## config.mk

```make
export PLATFORM = sky130hd
export DESIGN_NAME = seq_mul_unit
export DESIGN_NICKNAME = d
export VERILOG_FILES = /design/src/rtl/mul_pkg.sv /design/src/rtl/NbitRCA.sv /design/src/rtl/seq_mul_unit.sv
export SDC_FILE = /design/constraint.sdc
export NUM_CORES = 1
export LEC_CHECK = 0
export CORE_ASPECT_RATIO = 1.4
export CORE_MARGIN = 3
export CORE_UTILIZATION = 45
export DETAILED_ROUTE_END_ITERATION = 6
export HOLD_SLACK_MARGIN = 0.06
export PLACE_DENSITY_LB_ADDON = 0.1
export SETUP_SLACK_MARGIN = 0.05
export SLEW_MARGIN = 20
export SYNTH_ARGS = -nofsm -noshare
export SYNTH_HDL_FRONTEND = slang
export SYNTH_HIERARCHICAL = 1
export SYNTH_SLANG_ARGS = --single-unit
```

## constraint.sdc

```tcl
create_clock -name clk_i -period 28.1 [get_ports clk_i]
set_input_delay 8.43 -clock clk_i [delete_from_list [all_inputs] [get_ports clk_i]]
set_output_delay 8.43 -clock clk_i [all_outputs]
set_load 0.02 [all_outputs]
```

## src/rtl/mul_pkg.sv

```systemverilog
// Shared constants and types for the sequential RV32M multiply unit.
package mul_pkg;

    localparam int unsigned XLEN = 32;

    localparam logic [1:0] MUL_OP_MUL    = 2'b00;
    localparam logic [1:0] MUL_OP_MULH   = 2'b01;
    localparam logic [1:0] MUL_OP_MULHSU = 2'b10;
    localparam logic [1:0] MUL_OP_MULHU  = 2'b11;

    typedef enum logic [2:0] {
        StIdle,
        StNegA,
        StNegB,
        StCalc,
        StFixLo,
        StFixHi,
        StDone
    } mul_state_t;

endpackage

```

## src/rtl/NbitRCA.sv

```systemverilog
// N-bit ripple-carry adder; the single arithmetic resource of the multiply unit.
module NbitRCA #(
    parameter int unsigned N = 32
) (
    input  logic [N-1:0] A,
    input  logic [N-1:0] B,
    input  logic         Cin,
    output logic [N-1:0] S,
    output logic         Cout
);

    always_comb begin
        logic carry;
        carry = Cin;
        S     = '0;
        for (int i = 0; i < N; i++) begin
            S[i]  = A[i] ^ B[i] ^ carry;
            carry = (A[i] & B[i]) | (carry & (A[i] ^ B[i]));
        end
        Cout = carry;
    end

endmodule

```

## src/rtl/seq_mul_unit.sv

```systemverilog
// Multi-cycle shift-add multiplier for MUL/MULH/MULHSU/MULHU, fixed latency of Xlen+5 cycles.
// Every arithmetic step (abs, accumulate, negate) goes through one shared ripple-carry adder.
module seq_mul_unit
    import mul_pkg::*;
#(
    parameter int unsigned Xlen = XLEN
) (
    input  logic            clk_i,
    input  logic            rst_ni,
    input  logic            start_i,
    input  logic [1:0]      op_i,
    input  logic [Xlen-1:0] a_i,
    input  logic [Xlen-1:0] b_i,
    input  logic            flush_i,
    output logic            busy_o,
    output logic            done_o,
    output logic [Xlen-1:0] result_o
);

    localparam int unsigned     CntW    = $clog2(Xlen);
    localparam logic [CntW-1:0] CntLast = CntW'(Xlen - 1);

    mul_state_t state_q, state_d;

    logic [1:0]      op_q, op_d;
    logic [Xlen-1:0] a_q, a_d, b_q, b_d;
    logic [Xlen-1:0] mcand_q, mcand_d;
    logic [Xlen-1:0] hi_q, hi_d, lo_q, lo_d;
    logic [Xlen-1:0] result_q, result_d;
    logic [CntW-1:0] cnt_q, cnt_d;
    logic            a_s_q, a_s_d, b_s_q, b_s_d, neg_q, neg_d, carry_q, carry_d;

    logic [Xlen-1:0] add_a, add_b, add_s;
    logic            add_cin, add_cout;

    NbitRCA #(
        .N(Xlen)
    ) u_rca (
        .A   (add_a),
        .B   (add_b),
        .Cin (add_cin),
        .S   (add_s),
        .Cout(add_cout)
    );

    always_ff @(posedge clk_i or negedge rst_ni) begin
        if (!rst_ni) begin
            state_q <= StIdle;
        end else begin
            state_q <= state_d;
        end
    end

    always_comb begin
        state_d = state_q;
        if (flush_i) begin
            state_d = StIdle;
        end else begin
            unique case (state_q)
                StIdle:  if (start_i) state_d = StNegA;
                StNegA:  state_d = StNegB;
                StNegB:  state_d = StCalc;
                StCalc:  if (cnt_q == CntLast) state_d = StFixLo;
                StFixLo: state_d = StFixHi;
                StFixHi: state_d = StDone;
                StDone:  state_d = StIdle;
                default: state_d = StIdle;
            endcase
        end
    end

    always_comb begin
        busy_o   = (state_q != StIdle);
        done_o   = (state_q == StDone);
        result_o = result_q;
    end

    // Shared adder operand mux; inversion plus carry-in forms two's-complement negation.
    always_comb begin
        add_a   = '0;
        add_b   = '0;
        add_cin = 1'b0;
        unique case (state_q)
            StNegA: begin
                add_a   = a_s_q ? ~a_q : a_q;
                add_cin = a_s_q;
            end
            StNegB: begin
                add_a   = b_s_q ? ~b_q : b_q;
                add_cin = b_s_q;
            end
            StCalc: begin
                add_a = hi_q;
                add_b = lo_q[0] ? mcand_q : '0;
            end
            StFixLo: begin
                add_a   = neg_q ? ~lo_q : lo_q;
                add_cin = neg_q;
            end
            StFixHi: begin
                add_a   = neg_q ? ~hi_q : hi_q;
                add_cin = carry_q & neg_q;
            end
            default: ;
        endcase
    end

    always_comb begin
        op_d     = op_q;
        a_d      = a_q;
        b_d      = b_q;
        a_s_d    = a_s_q;
        b_s_d    = b_s_q;
        neg_d    = neg_q;
        mcand_d  = mcand_q;
        hi_d     = hi_q;
        lo_d     = lo_q;
        cnt_d    = cnt_q;
        carry_d  = carry_q;
        result_d = result_q;
        unique case (state_q)
            StIdle: begin
                if (start_i && !flush_i) begin
                    op_d  = op_i;
                    a_d   = a_i;
                    b_d   = b_i;
                    a_s_d = a_i[Xlen-1] & ((op_i == MUL_OP_MULH) || (op_i == MUL_OP_MULHSU));
                    b_s_d = b_i[Xlen-1] & (op_i == MUL_OP_MULH);
                    neg_d = a_s_d ^ b_s_d;
                end
            end
            StNegA: mcand_d = add_s;
            StNegB: begin
                hi_d  = '0;
                lo_d  = add_s;
                cnt_d = '0;
            end
            StCalc: begin
                // Adder carry-out becomes the new MSB of hi as the pair shifts right.
                hi_d  = {add_cout, add_s[Xlen-1:1]};
                lo_d  = {add_s[0], lo_q[Xlen-1:1]};
                cnt_d = cnt_q + CntW'(1);
            end
            StFixLo: begin
                lo_d    = add_s;
                carry_d = add_cout;
            end
            StFixHi: begin
                hi_d = add_s;
                if (!flush_i) begin
                    result_d = (op_q == MUL_OP_MUL) ? lo_q : add_s;
                end
            end
            default: ;
        endcase
    end

    always_ff @(posedge clk_i or negedge rst_ni) begin
        if (!rst_ni) begin
            op_q     <= '0;
            a_q      <= '0;
            b_q      <= '0;
            a_s_q    <= 1'b0;
            b_s_q    <= 1'b0;
            neg_q    <= 1'b0;
            mcand_q  <= '0;
            hi_q     <= '0;
            lo_q     <= '0;
            cnt_q    <= '0;
            carry_q  <= 1'b0;
            result_q <= '0;
        end else begin
            op_q     <= op_d;
            a_q      <= a_d;
            b_q      <= b_d;
            a_s_q    <= a_s_d;
            b_s_q    <= b_s_d;
            neg_q    <= neg_d;
            mcand_q  <= mcand_d;
            hi_q     <= hi_d;
            lo_q     <= lo_d;
            cnt_q    <= cnt_d;
            carry_q  <= carry_d;
            result_q <= result_d;
        end
    end

endmodule

```

==> out/metrics.cfg, run 1 <==
[outcome]
status = finished, final reports clean

[yosys]
ys_seq_area_share_pct = 44.1
synth_seq_cells = 206
synth_edf_count = 0
yosys_warnings = 6
syn_area_sq_um = 11700
synth_cells = 1053
async_flop_share_pct = 100
synth_fp_nets = 1158
ys.flop_type = dfrtp_1
synth_cell_type_count = 38
synth_area_per_cell_sq_um = 11.1

[routing]
dr.pass1.iters = 5
via_per_inst = 5.83
drt_iter0_drc = 693
ant_nets = 0
drc = 0
wirelength_um = 30200
wl_per_cell_um = 21.0
num_vias = 8396

[timing]
setup_violations = 0
holdWs_ns = 0.482
post-route-period-util_pct = 54.5
fmax_mhz = 65.3
worst_pin_slew_ns = 0.852
slew_headroom_pct = 43.2
finClkSkew_ns = 0.0183
hold_violations = 0
final_max_slew_viol_count = 0
rsz0062_at_grt = false
fin_setup_tns_ns = 0
period_minus_slack_ns = 15.32

[floorplan]
die_w_um = 142
core_sq_um = 25500
die-area_sq_um = 28000
ios = 104
fp.dieH_um = 197
row_count = 69
initial_core_util_pct = 45.9

[placement]
port_buffers = 103
dp_hpwl_um = 19000
routabilityCongestion = 0.801

[cts]
htreeDepth = 1
cts.clk_slew.worst_paths_ns = 0.06
numCtsBuffers = 23
clock-sinks = 206
clockBufferDepth = 3
ctsRootBufferMaster = clkbuf_16
cts_resized = 0
clock_latency_ns = 0.51
cts_tree = done
hold_buffers = 0
cts_setup_buffers = 0

[min_path]
hold_class = reg2reg
hp-start = cnt_q[4]

[setup_path]
crit_type = reg2reg
worstReg2RegStart = neg_q
setup.worst_path.end_class = flop
start_kind = flop
path_common_cell = fa_1
slowest_stage = dfrtp_4
cp.required_ns = 28.53
cp.arrival_ns = 15.76
crit_fanout = 43
max_stage_delay_ns = 0.69
setup.worst_path.start = neg_q

[final_layout]
drive_gt1_share_pct = 16.3
areaGrowthSynthToFinish_pct = 17.4
num-fill-cells = 2260
finalNetCount = 1211
mostFrequentLayoutCells = dfrtp_1 (202), xor2_1 (128), clkdlybuf4s50_1 (102)
register_area_sq_um = 5160
n_antenna_cell = 0
multi_input_area_sq_um = 6140
mostFrequentLayoutCell = dfrtp_1

[global_routing]
grt_overflow = 0
grt_pass1_wl_um = 49500
grt_max_degree = 88
grt_pass1_vias = 8813
antenna_found_initial = 0
grt_usage_pct = 22.0

[pwr]
power_density_nw_per_um2 = 71.9
p_leak_uw = 0.00630
ir_worst_vdd_v = 0.0000480

[run]
drv_cap = 0

==> report_power, final <==
part           switching, uW  internal [uW]
Clock                    122            170
Sequential              60.8            360
Combinational            142            132
Total                    325            662
==> cell type report <==
| type | instances | share of cell area (%) |
|---|---|---|
| Timing Repair Buffer | 128 | 9.14 |
| Tap cell | 319 | 2.91 |
| Clock buffer | 32 | 4.73 |
| Multi-Input combinational cell | 733 | 44.7 |
| Inverter | 14 | 0.383 |
| Clock inverter | 8 | 0.520 |
| Sequential cell | 206 | 37.6 |
==> kinds of logic after synthesis <==
group | Yosys count | share of synthesized area [%]
XOR/XNOR | 129 | 9.66
AO/OA/AOI/OAI | 232 | 14.7
multiplexers | 141 | 13.5
buffers and inverters | 114 | 3.96
flip-flops | 206 | 44.1
adder cells (fa/ha/maj) | 35 | 5.80
AND/OR/NAND/NOR | 196 | 8.32
==> path summary, 6_finish.rpt <==
kind	end	slack, ns	cells after the start
min	cnt_q[4]	0.48	2
max	hi_q[30]	12.78	42
max in group asynchronous	lo_q[16]	18.75	2
min in group asynchronous	op_q[1]	7.95	1
min reg2reg	cnt_q[4]	0.48	2
max reg2reg	hi_q[30]	12.78	42
==> flip-flops by register name, indices dropped and copies added, names as in the netlist, 2 cells and up <==
signal / flops
op_q: 2
cnt_q: 5
a_q: 32
lo_q: 32
hi_q: 32
mcand_q: 32
state_q: 3
b_q: 32
result_o: 32
==> worst max-delay path: cells and delay by family (launching register included) <==
family                   cells  cell delay, ns
AO/OA/AOI/OAI                4            0.83
XOR/XNOR                     1            0.15
adder cells (fa/ha/maj)     32           12.50
buffers and inverters        5            1.01
flip-flops                   1            0.69
==> metrics by stage <==
step | power, uW | instance area (sq um) | setup WS [ns] | util (%) | instances
after floorplan | 609 | 11700 | 14.06 | - | 1053
after global placement | 695 | 13000 | 13.01 | 50.9 | 1398
after detailed placement | 700 | 13000 | 12.87 | 50.9 | 1398
after CTS | 996 | 13700 | 12.82 | 53.7 | 1438
after global routing | 1040 | 13700 | 12.30 | 53.9 | 1440
final | 987 | 13700 | 12.78 | 53.9 | 1440
==> synthesized netlist by cell type (4+ instances only) <==
library cell	instances	share of area (%)
clkbuf_1	77	2.5
a221oi_1	32	2.4
o21ai_0	34	1.5
a21oi_1	36	1.5
nand3_1	4	0.17
a221o_1	30	2.6
dfrtp_1	206	44
buf_2	10	0.43
mux2i_1	35	3.0
nor2b_1	6	0.32
and2_1	32	1.7
mux2_4	9	1.2
nor3b_1	4	0.26
a31oi_1	33	1.8
buf_1	10	0.32
a22oi_1	32	2.1
mux2_2	97	9.3
nor2_1	37	1.2
fa_1	32	5.5
xor2_1	128	9.6
a222oi_1	31	2.7
nand2_1	72	2.3
and3_1	33	1.8
inv_1	12	0.39
==> layer usage <==
metal  track usage [%]  wire length (um)
met1              29.2             13000
met2              37.2             15100
met3              3.03              1290
met4              7.01               851
met5                 0                 0
Note: power is estimated with default switching activity, not from simulation.
==> inputs of run 2 (changes only) <==
==> constraint.sdc (replaced) <==
create_clock -name clk_i -period 13.57 [get_ports clk_i]
set_input_delay 4.071 -clock clk_i [delete_from_list [all_inputs] [get_ports clk_i]]
set_output_delay 4.071 -clock clk_i [all_outputs]
set_load 0.02 [all_outputs]
==> run 2 against run 1 <==
First-iteration DRC count shrank 0.87%; fmax increased by 17%; combinational power grew 120%; clock skew down 0.0045 ns; sequential cell count unchanged; worst setup slack worse by 12 ns; register-to-register slack worse by 12 ns; design area grew 2.0%; critical path type unchanged.
==> out/metrics.cfg, run 2 (same netlist as run 1, synthesis figures left out) <==
[min_path]
hold_path_end = cnt_q[4]
hp-start = cnt_q[4]
hold_class = reg2reg
min_path_cells = 2

[final_layout]
n_antenna_cell = 0
num-fill-cells = 2258
mostFrequentLayoutCell = dfrtp_1
mostFrequentLayoutCells = dfrtp_1 (202), xor2_1 (128), clkdlybuf4s50_1 (102)
areaGrowthSynthToFinish_pct = 19.7
final_area_sq_um = 14000
drive_gt1_share_pct = 20.4
finalNetCount = 1233

[setup_path]
worstReg2RegStart = neg_q
cp.arrival_ns = 13.57
cp.required_ns = 14.00
r2r_slack_ns = 0.43
crit_fanout = 4
cp.buffers_inverters = 4
crit_type = reg2reg
path_common_cell = fa_2
crit_family = adder cells
worst_r2r_endpoint = hi_q[31]
setup.worst_path.end_class = flop
max_stage_delay_ns = 0.47
start_kind = flop
slowest_stage = dfrtp_4
reg2reg_depth = 41

[placement]
dp_hpwl_um = 19700
routabilityCongestion = 0.823
dpl_cell_area_sq_um = 13200
port_buffers = 103

[global_routing]
grt_max_degree = 76
grt_pass1_wl_um = 49200
grt_usage_pct = 21.9
grt_pass1_vias = 8803
grt_overflow = 0
antenna_found_initial = 0

[pwr]
p_comb_share_pct = 28.2
power.net_switching_uw = 676
p_int_uw = 1440
power_density_nw_per_um2 = 151
p_leak_uw = 0.00638
ir_worst_vdd_v = 0.000110
power_frac_clock_pct = 31.3
pwr-share-seq_pct = 40.5
p_sw_share_pct = 31.9

[timing]
slew_headroom_pct = 31.8
rsz0062_at_grt = false
fin_setup_tns_ns = 0
finClkSkew_ns = 0.0137
fmax_mhz = 76.1
post-route-period-util_pct = 96.8
final_max_slew_viol_count = 0
worst_pin_slew_ns = 1.02
setup_violations = 0
period_minus_slack_ns = 13.14
hold_violations = 0

[cts]
clock-sinks = 206
clockBufferDepth = 3
numCtsBuffers = 23
clock_latency_ns = 0.51
cts.clk_slew.worst_paths_ns = 0.06
hold_buffers = 0
ctsRootBufferMaster = clkbuf_16
cts_tree = done
htreeDepth = 1

[floorplan]
ios = 104
core_sq_um = 25500
die-area_sq_um = 28000
row_count = 69
die_w_um = 142
fp.dieH_um = 197
initial_core_util_pct = 45.9

[routing]
via_per_inst = 5.84
drt_iter0_drc = 687
ant_nets = 0
drc = 0
dr.pass1.iters = 6
wirelength_um = 30600
num_vias = 8543
wl_per_cell_um = 20.9

[run]
drv_cap = 0

[outcome]
status = finished, final reports clean

==> run 2: cell types whose count changed in the layout (fill, tap and decap cells not counted), sizes merged <==
cell,change
bufinv,+2
inv,-1
clkinvlp,-1
buf,+22
==> run 2: worst max-delay path by stage <==
stage | from | to | slack [ns] | cells after the start
after global routing | neg_q | hi_q[30] | 0.07 | 41
after detailed placement | neg_q | hi_q[31] | -0.27 | 41
after CTS | neg_q | hi_q[31] | 0.05 | 41
after global placement | neg_q | hi_q[30] | -0.21 | 41
after floorplan | state_q[0] | hi_q[30] | 0.06 | 44
final | neg_q | hi_q[31] | 0.43 | 41
==> run 2: layout make-up <==
type	instances	area, sq um	share of cell area (%)
Clock buffer	32	689	4.92
Clock inverter	8	115	0.822
Inverter	14	52.6	0.375
Multi-Input combinational cell	733	6200	44.2
Sequential cell	206	5160	36.9
Tap cell	319	399	2.85
Timing Repair Buffer	150	1390	9.91
==> run 2: worst min-delay path: stages (launching register included) <==
cell and delay [ns]:
dfrtp_1 0.34, nand2_1 0.05, nand2_1 0.05
==> run 2: power groups by stage <==
stage          clock [uW]  sequential [uW]  combinational (uW)
2_1_floorplan           0              831                 432
3_3_place_gp            0              864                 587
3_5_place_dp            0              868                 594
4_1_cts               677              859                 599
5_1_grt               702              875                 652
6_report              662              858                 597
==> run 2: layer usage <==
layer | up-vias | GRT usage (%) | routed length (um)
li1 | 3962 | - | -
met1 | 4334 | 28.3 | 12500
met2 | 207 | 38.5 | 15900
met3 | 40 | 2.79 | 1380
met4 | 0 | 6.15 | 786
met5 | - | 0 | 0
==> run 2: timing repair <==
action / 4_1_cts / 5_1_grt
buffers inserted: 0 / 1
pin swaps: 1 / 4
resized for setup: 7 / 9
cloned: 0 / 0
setup endpoints to repair: 10 / 10
==> run 2: through the flow <==
stage	power, uW	instances	hold WS (ns)	worst slack (ns)	utilization [%]
3_3_place_gp	1450	1421	0.458	-0.205	51.6
3_5_place_dp	1460	1421	0.471	-0.270	51.6
4_1_cts	2140	1461	0.484	0.0526	54.9
2_1_floorplan	1260	1053	0.445	0.0605	-
6_report	2120	1462	0.476	0.431	55.0
5_1_grt	2230	1462	0.508	0.0683	55.0
